===== config.mk =====
export PLATFORM = sky130hd
export DESIGN_NAME = pie_decoder
export DESIGN_NICKNAME = d
export VERILOG_FILES = /design/src/rtl/rfid_rx_pkg.sv /design/src/rtl/edge_sync.sv /design/src/rtl/pie_decoder.sv
export SDC_FILE = /design/constraint.sdc
export NUM_CORES = 1
export LEC_CHECK = 0
export CORE_MARGIN = 2
export CORE_UTILIZATION = 38
export DETAILED_ROUTE_END_ITERATION = 8
export GPL_TIMING_DRIVEN = 0
export RECOVER_POWER = 100
export SETUP_SLACK_MARGIN = 0.15
export SLEW_MARGIN = 15
export SYNTH_ARGS = -nofsm -noshare
export SYNTH_HDL_FRONTEND = slang
export SYNTH_SLANG_ARGS = --single-unit

===== constraint.sdc =====
create_clock -name clk -period 3.85 [get_ports clk]
set_clock_uncertainty 0.15 [all_clocks]
set_input_delay 0.385 -clock clk [delete_from_list [all_inputs] [get_ports clk]]
set_output_delay 0.385 -clock clk [all_outputs]
set_load 0.005 [all_outputs]

===== src/rtl/rfid_rx_pkg.sv =====
// Shared definitions for the reader-to-tag receive path: decoder FSM states
// and default counter geometry.
package rfid_rx_pkg;

    localparam int CNT_W_DEF     = 10;
    localparam int DELIM_MIN_DEF = 8;

    typedef enum logic [2:0] {
        IDLE  = 3'd0,
        DELIM = 3'd1,
        TARI  = 3'd2,
        RTCAL = 3'd3,
        CAL   = 3'd4,
        DATA  = 3'd5
    } rx_state_t;

endpackage


===== src/rtl/edge_sync.sv =====
// Two-flop synchronizer for the demodulated envelope plus a history flop.
// It produces one-cycle rise/fall pulses. All flops reset high, which is the idle level of the line.
module edge_sync (
    input  logic clk,
    input  logic reset,
    input  logic din,
    output logic rise,
    output logic fall
);

    logic sync1;
    logic sync2;
    logic prev;

    always_ff @(posedge clk) begin
        if (reset) begin
            sync1 <= 1'b1;
            sync2 <= 1'b1;
            prev  <= 1'b1;
        end else begin
            sync1 <= din;
            sync2 <= sync1;
            prev  <= sync2;
        end
    end

    assign rise = sync2 & ~prev;
    assign fall = ~sync2 & prev;

endmodule


===== src/rtl/pie_decoder.sv =====
// PIE receive front end. It validates the delimiter and measures Tari, RTcal and the optional TRcal.
// It then emits one bit per data symbol with a single-cycle bitclk strobe.
module pie_decoder
    import rfid_rx_pkg::*;
#(
    parameter int CNT_W     = CNT_W_DEF,
    parameter int DELIM_MIN = DELIM_MIN_DEF
) (
    input  logic             clk,
    input  logic             reset,
    input  logic             rx_en,
    input  logic             demodin,
    output logic             bitout,
    output logic             bitclk,
    output logic             pkt_start,
    output logic             rx_done,
    output logic             rx_err,
    output logic [CNT_W-1:0] trcal,
    output logic             trcal_valid
);

    localparam logic [CNT_W-1:0] DELIM_LIM = CNT_W'(DELIM_MIN);
    localparam logic [CNT_W-1:0] CNT_ONE   = CNT_W'(1);

    rx_state_t        state;
    logic [CNT_W-1:0] cnt;
    logic [CNT_W-1:0] rtcal;
    logic [CNT_W-1:0] pivot;
    logic             rise;
    logic             fall;
    logic             cnt_sat;
    logic             timeout;
    logic             cnt_edge;
    logic [CNT_W+1:0] cal_limit;

    edge_sync u_edge_sync (
        .clk   (clk),
        .reset (reset),
        .din   (demodin),
        .rise  (rise),
        .fall  (fall)
    );

    assign cnt_sat  = (cnt == '1);
    assign cnt_edge = (state == IDLE) ? fall : rise;

    // TRcal may be up to three RTcal long, so CAL waits 3*RTcal before declaring end of frame.
    assign cal_limit = ({2'b00, rtcal} << 1) + {2'b00, rtcal};

    always_comb begin
        timeout = 1'b0;
        if (state == CAL)
            timeout = ({2'b00, cnt} > cal_limit);
        else if (state == DATA)
            timeout = (cnt > rtcal);
    end

    // NOTE: every register here is updated with <= so all branches see the pre-edge values of cnt and state.
    always_ff @(posedge clk) begin
        if (reset) begin
            state       <= IDLE;
            cnt         <= '0;
            rtcal       <= '0;
            pivot       <= '0;
            trcal       <= '0;
            trcal_valid <= 1'b0;
            bitout      <= 1'b0;
            bitclk      <= 1'b0;
            pkt_start   <= 1'b0;
            rx_done     <= 1'b0;
            rx_err      <= 1'b0;
        end else begin
            bitclk    <= 1'b0;
            pkt_start <= 1'b0;
            rx_done   <= 1'b0;
            rx_err    <= 1'b0;

            if (!rx_en) begin
                state       <= IDLE;
                cnt         <= '0;
                rtcal       <= '0;
                pivot       <= '0;
                trcal_valid <= 1'b0;
                bitout      <= 1'b0;
            end else begin
                if (cnt_edge)
                    cnt <= CNT_ONE;
                else if (!cnt_sat)
                    cnt <= cnt + CNT_ONE;

                case (state)
                    IDLE:  if (fall) state <= DELIM;
                    DELIM: if (rise) state <= (cnt >= DELIM_LIM) ? TARI : IDLE;
                    TARI:  if (rise) state <= RTCAL;
                    RTCAL: if (rise) begin
                        rtcal       <= cnt;
                        pivot       <= cnt >> 1;
                        trcal       <= '0;
                        trcal_valid <= 1'b0;
                        pkt_start   <= 1'b1;
                        state       <= CAL;
                    end
                    CAL: if (rise) begin
                        if (cnt > rtcal) begin
                            trcal       <= cnt;
                            trcal_valid <= 1'b1;
                        end else begin
                            bitout <= (cnt > pivot);
                            bitclk <= 1'b1;
                        end
                        state <= DATA;
                    end
                    DATA: if (rise) begin
                        bitout <= (cnt > pivot);
                        bitclk <= 1'b1;
                    end
                    default: state <= IDLE;
                endcase

                // A rise on the same cycle wins. Saturation outranks end of frame.
                if (state != IDLE && !rise) begin
                    if (cnt_sat) begin
                        rx_err <= 1'b1;
                        state  <= IDLE;
                    end else if (timeout) begin
                        rx_done <= 1'b1;
                        state   <= IDLE;
                    end
                end
            end
        end
    end

endmodule


* Yosys cells after proc, flatten, opt, wreduce, memory -nomap -nowiden
Cells that the tools add are included.
** Word-level totals
- Bits of input ports :: 4
- Bits in registers :: 51
** Cells by class
- Mux-type cells :: 33
- Bitwise logic cells :: 7
- Magnitude comparators :: 4
- Reductions and logical operators :: 15
- Add/subtract/negate cells :: 2
- Equal/unequal tests :: 12
** Operators with widths (count)
- 10-bit two-way mux :: 3
- 3-bit two-way mux :: 8
- 10-bit one-hot mux with 2 select lines :: 1
- 3-bit one-hot mux with 6 select lines :: 1
- 1-bit two-way mux :: 16
- 11-bit by 10-bit adder with 12-bit output :: 1
- 10-bit by 12-bit greater-than comparator with 1-bit output :: 1
- 10-bit by 1-bit adder with 10-bit output (second input constant) :: 1
- 10-bit equality test (second input constant) :: 1
- 10-bit by 4-bit greater-or-equal comparator with 1-bit output (second input constant) :: 1
- 10-bit greater-than comparator :: 1
- 10-bit by 9-bit greater-than comparator with 1-bit output :: 1
- 3-bit OR reduction :: 3
- 2-bit inequality test (second input constant) :: 4
- 4-bit AND reduction :: 2
- 3-bit by 2-bit equality test with 1-bit output (second input constant) :: 2
- 3-bit equality test (second input constant) :: 2
- 1-bit one-hot mux with 2 select lines :: 3
- 1-bit NOT :: 5
- 5-bit AND reduction :: 1
- 2-bit by 1-bit inequality test with 1-bit output (second input constant) :: 2
- 2-bit nonzero test :: 2
- 4-bit OR reduction :: 1
- 3-bit by 1-bit equality test with 1-bit output (second input constant) :: 1
- 8 further kinds :: 9

* Logic depth before layout (Yosys ltp)
Gate-level depths: netlist of the first run.
- Depth in word-level cells :: 7
- Gate-level depth with buffers :: 15
- Depth with buffers taken out :: 15

* Cells and area by module
From an unflattened synthesis of the first run, not the netlist that was laid out.
** Unflattened totals
- Cell total of the unflattened synthesis :: 337
- Area total of the unflattened synthesis :: 2777.7 um^2
** Modules (own cells, without submodules)
- pie_decoder :: cells each 329, sequential area each 780.7 um^2, times used 1, area each 2685.1 um^2
- edge_sync :: cells each 8, sequential area each 60.1 um^2, times used 1, area each 92.6 um^2

* Least setup slack after synthesis of the first run
Ideal clock, no wire load.
- Path kind :: register to register
- Start point :: register rtcal[1]
- End point :: register rx_done
- Data arrival time :: 3.118 ns
- Period minus slack after synthesis :: 3.329 ns
- Cell stages (with the launch flop) :: 16
- Data required time :: 3.640 ns
- Setup slack :: 0.521 ns
- Cell sequence :: dfxtp_1 -> ha_1 -> inv_1 -> fa_1 -> inv_1 -> a21o_1 -> a221o_1 -> a31oi_1 -> xnor2_1 -> ha_1 -> and4_1 -> a31oi_1 -> a21oi_1 -> a2111oi_0 -> o2111a_1 -> o2111a_1
** On the way
- Longest elaborated chain between the ends :: 4
** Ends and longest elaborated chain
- start, declared :: line pie_decoder.sv:27 : logic [CNT_W-1:0] rtcal;
- start signal, assigned :: line pie_decoder.sv:96 : rtcal <= cnt;
- 11-bit by 10-bit adder with 12-bit output / 10-bit greater-than comparator (equally long branches) :: line pie_decoder.sv:48, pie_decoder.sv:55
- 10-bit by 12-bit greater-than comparator with 1-bit output / 1-bit two-way mux (equally long branches) :: line pie_decoder.sv:53, pie_decoder.sv:54
- 1-bit two-way mux (*) :: line pie_decoder.sv:52 : if (state == CAL)
- 1-bit two-way mux (*) :: line pie_decoder.sv:125 : end else if (timeout) begin
- end signal, assigned :: line pie_decoder.sv:70 : rx_done <= 1'b0;
- end signal, assigned :: line pie_decoder.sv:75 : rx_done <= 1'b0;
- end signal, assigned :: line pie_decoder.sv:126 : rx_done <= 1'b1;
- end, declared :: line pie_decoder.sv:16 : output logic rx_done,
Mark *: on every way between the ends. The rest lies on a longest branch, timed or not.
A chain may end at the register's enable or synchronous reset.

* Worst setup path in the final report of the first run
Same ends and word-level chain as after synthesis.

==> results of run 1 <==
-- path summary, 6_finish.rpt --
path,to,slack [ns],depth (start not counted)
min reg2reg,u_edge_sync.sync2$_SDFF_PP1_,0.27,1
max,rx_done$_SDFF_PP0_,0.34,15
min,u_edge_sync.sync2$_SDFF_PP1_,0.27,1
max reg2reg,rx_done$_SDFF_PP0_,0.34,15
-- power groups by stage --
stage / registers (mW) / clock network, mW / logic [mW]
floorplan: 0.449 / 0 / 0.0278
global placement: 0.450 / 0 / 0.0393
detailed placement: 0.450 / 0 / 0.0399
CTS: 0.440 / 0.286 / 0.0402
global route: 0.440 / 0.300 / 0.0447
finish: 0.439 / 0.274 / 0.0398
-- sequential cells by signal, indices dropped and copies added (netlist names) --
| signal | flops |
|---|---|
| bitclk | 1 |
| u_edge_sync.prev | 1 |
| trcal_valid | 1 |
| rx_err | 1 |
| pkt_start | 1 |
| trcal | 10 |
| u_edge_sync.sync2 | 1 |
| u_edge_sync.sync1 | 1 |
| state | 3 |
| bitout | 1 |
| rtcal | 10 |
| rx_done | 1 |
| cnt | 10 |
-- Yosys cell counts (2+ instances only) --
cell type                   instances
sky130_fd_sc_hd__a2111oi_0          2
sky130_fd_sc_hd__nor2_1            43
sky130_fd_sc_hd__xnor2_1            5
sky130_fd_sc_hd__or2_2              4
sky130_fd_sc_hd__xor2_1             7
sky130_fd_sc_hd__nor3_1             9
sky130_fd_sc_hd__a21oi_1           16
sky130_fd_sc_hd__clkbuf_1           6
sky130_fd_sc_hd__buf_2              2
sky130_fd_sc_hd__o21ai_0           11
sky130_fd_sc_hd__a221o_1           11
sky130_fd_sc_hd__and3_1             4
sky130_fd_sc_hd__nand2_1           11
sky130_fd_sc_hd__a31oi_1            3
sky130_fd_sc_hd__nor3b_1            4
sky130_fd_sc_hd__a211oi_1           4
sky130_fd_sc_hd__mux2i_1           11
sky130_fd_sc_hd__a21o_1             8
sky130_fd_sc_hd__nand2b_1          11
sky130_fd_sc_hd__nand4_1            6
sky130_fd_sc_hd__nand3_1           10
sky130_fd_sc_hd__or4_1              2
sky130_fd_sc_hd__ha_1              41
sky130_fd_sc_hd__o2111a_1           2
sky130_fd_sc_hd__nor2b_1            8
sky130_fd_sc_hd__dfxtp_1           42
sky130_fd_sc_hd__inv_1             22
-- through the flow --
step,hold WS (ns),total power [mW],std cells
3_5_place_dp,0.249,0.490,452
4_1_cts,0.269,0.766,459
6_report,0.266,0.753,460
3_3_place_gp,0.242,0.490,452
5_1_grt,0.282,0.785,460
2_1_floorplan,0.239,0.477,335
-- worst reg2reg max path, cell delays in order, from the launching register on --
cell and delay (ns):
sky130_fd_sc_hd__dfxtp_4 0.37, sky130_fd_sc_hd__ha_1 0.21, sky130_fd_sc_hd__inv_1 0.07, sky130_fd_sc_hd__fa_2 0.20, sky130_fd_sc_hd__inv_1 0.05, sky130_fd_sc_hd__a21o_1 0.18, sky130_fd_sc_hd__a221o_1 0.36, sky130_fd_sc_hd__a31oi_2 0.22
sky130_fd_sc_hd__xnor2_1 0.10, sky130_fd_sc_hd__ha_1 0.33, sky130_fd_sc_hd__and4_1 0.21, sky130_fd_sc_hd__a31oi_1 0.14, sky130_fd_sc_hd__a21oi_1 0.09, sky130_fd_sc_hd__a2111oi_2 0.22, sky130_fd_sc_hd__o2111a_1 0.34, sky130_fd_sc_hd__o2111a_1 0.22
-- cell families (layout without fill, tap and decap cells) --
group / Yosys count / count (layout) / share of synthesized area, %
mux: 11 / 11 / 3.79
xor+xnor: 12 / 12 / 3.62
fa+ha+maj: 42 / 42 / 18.3
compound gates: 73 / 73 / 18.5
flops: 42 / 42 / 28.9
simple gates: 123 / 123 / 22.4
buf+inv: 32 / 58 / 4.39
-- timing repair --
action,in CTS,in global routing
buffers inserted,0,1
gates resized for setup,3,5
pin swaps,1,8
endpoints found under the setup margin,2,2
-- final cells by class --
class	count	area share, %
repair buffers	19	5.68
multi-input cells	261	58.9
inverters	22	2.50
flip-flops and latches	42	25.6
well taps	99	3.75
clock inverters	2	0.303
clock buffers	5	2.08
plain buffers	10	1.25
-- routing by layer --
layer	GRT usage, %	wire length (um)
met1	23.4	3330
met2	27.8	3090
met3	3.49	305
met4	5.93	128
met5	0	0
==> results.txt, run 1 <==
----------------------------------------------------
[Detailed routing]
  Detailed Routing Iterations Pass 1 ... 4
  Total DRC errors in the routed layout ... 0
  Overall routed net length ... 6850 um
  Mean number of vias per cell ... 5.41
  Vias ... 2,490
  Wire length per cell ... 14.9 um
  Number of routed nets with antenna violations ... 0
  Detailed Route Iter0 Violations ... 95

[Power]
  Switching share of power ... 24.0%
  Largest voltage drop on the vdd net ... 98.2 uV
  Sw Pwr ... 180 uW
  Internal power ... 572 uW
  Portion of total power attributed to the clock network ... 36.3%
  Share of power burned in registers ... 58.4%
  Leakage Power ... 1.39 nW
  Combinational fraction of design power ... 5.3%
  Power Dens Cells ... 228 nW/um^2

[Floorplan]
  IO Pins ... 20
  Effective utilization at floorplan ... 39.6%
  Floorplan core area ... 7330 sq um
  Total number of placement rows ... 31
  Die Footprint ... 8360 sq um
  Die outline height ... 91.5 um
  DIE WIDTH ... 91.5 um

[Global route]
  Number of global-route vias before repair ... 2,406
  Overflow left after global routing ... 0
  Largest net degree at the start of global routing ... 13
  GRT Util Overall ... 17.4%
  Wire length of the first global-routing pass ... 11,700 um
  Initial antenna violation count ... 0

[Placed design]
  Post-placement worst setup slack ... 0.130 ns
  Post-DP HPWL ... 5170 um
  Number of port buffers ... 18
  Final RePlAce weighted congestion ... 0.889
  Cell Area, Placed ... 3210 sq um

[Setup path]
  Critical Path Start ... rtcal[1]$_SDFFE_PP0P_
  CP max FO ... 5
  Worst path required time ... 3.94 ns
  Start of the worst register-to-register path ... rtcal[1]$_SDFFE_PP0P_
  Buffers and inverters on the worst path ... 2
  Capturing element type of the critical path ... flip-flop
  Largest delay share family, worst path ... compound AO/OA/AOI/OAI gates
  Arrival time of the worst setup path ... 3.60 ns
  Slowest cell on crit path ... sky130_fd_sc_hd__dfxtp_4
  CP startpoint kind ... flip-flop
  Worst path cell trace ... ha_1, inv_1, fa_2, inv_1, a21o_1, a221o_1, a31oi_2, xnor2_1, ha_1, and4_1, a31oi_1, a21oi_1, a2111oi_2, o2111a_1, o2111a_1
  Path type of the worst setup path ... reg -> reg
  Worst stage delay on the critical path ... 0.37 ns

[Timing]
  Relative slew slack ... 32.5%
  Count of endpoints failing setup in the final report ... 0
  Hold violation total from the final report ... 0
  Transition time of the tightest slew-check pin ... 1.00 ns
  Final sum of negative setup slack ... 0 ns
  Post-route fraction of the period consumed by the critical path ... 91.1%
  Worst Setup Slack, final ... 0.343 ns
  Final count of pins violating max slew ... 0
  Final Critical Period ... 3.51 ns
  Unrepaired setup endpoints after global routing ... false
  FMAX ... 285 MHz

[Logic synthesis]
  FFs w/ async S/R, synth ... 0%
  Area leader, netlist ... sky130_fd_sc_hd__dfxtp_1
  Synth Warn # ... 0
  Number of flops mapped to enable cells by yosys ... 0
  Average size of a mapped cell ... 8.68 sq um
  Area of the mapped netlist ... 2910 sq um
  Commonest register cell after synthesis ... sky130_fd_sc_hd__dfxtp_1
  Number of synthesized register bits ... 42
  Post-synthesis cell type count ... 57
  Share of the yosys chip area belonging to registers ... 28.9%
  Synth top area cells ... sky130_fd_sc_hd__dfxtp_1, sky130_fd_sc_hd__ha_1, sky130_fd_sc_hd__nor2_1
  Area share of the leading cell type in the synthesized netlist ... 28.9%
  Number of nets in the synthesized netlist ... 381
  Synth Instances ... 335

[Layout]
  Most common cell after layout, fill and taps aside ... sky130_fd_sc_hd__nor2_1
  Area of all sequential standard cells ... 845 sq um
  Final core utilization ... 45.1%
  Ratio of cells with drive above 1 in the final layout ... 6.93%
  Commonest cells after routing, fill and taps aside ... sky130_fd_sc_hd__nor2_1, sky130_fd_sc_hd__ha_1, sky130_fd_sc_hd__dfxtp_1
  Layout overhead on the synthesized area ... 13.6%
  ANT cells ... 0
  Fill cell count ... 751
  Final Cell Area ... 3300 sq um
  Final net count ... 407
  Area occupied by multi-input gates ... 1940 sq um

[Clocking]
  Worst-Skew Late Latency ... 0.30 ns
  Clock-pin transition on the worst setup and hold timing paths ... 0.08 ns
  Maximum number of buffers from clock root to sink ... 2
  Clock tree from TritonCTS ... yes
  Number of sinks handled by clock tree synthesis ... 42
  Root buffer cell ... sky130_fd_sc_hd__clkbuf_8
  Number of CTS-inserted buffers ... 5
  Clock H-tree levels ... 2
  Hold buffers post-CTS ... 0

[Outcome]
  Outcome ... finished clean

[Job]
  Max-cap violation count ... 0

[Worst hold path]
  Min-delay src ... u_edge_sync.sync1$_SDFF_PP1_
  Path class of the lowest-slack min-delay path ... reg -> reg

----------------------------------------------------
(Power assumes the default switching activity.)
==> run 2, diff against run 1 <==
TNS_END_PERCENT = 1   (was not set)
==> results of run 2 <==
Same layout as run 1: the final DEF is identical, and so are final timing and power.
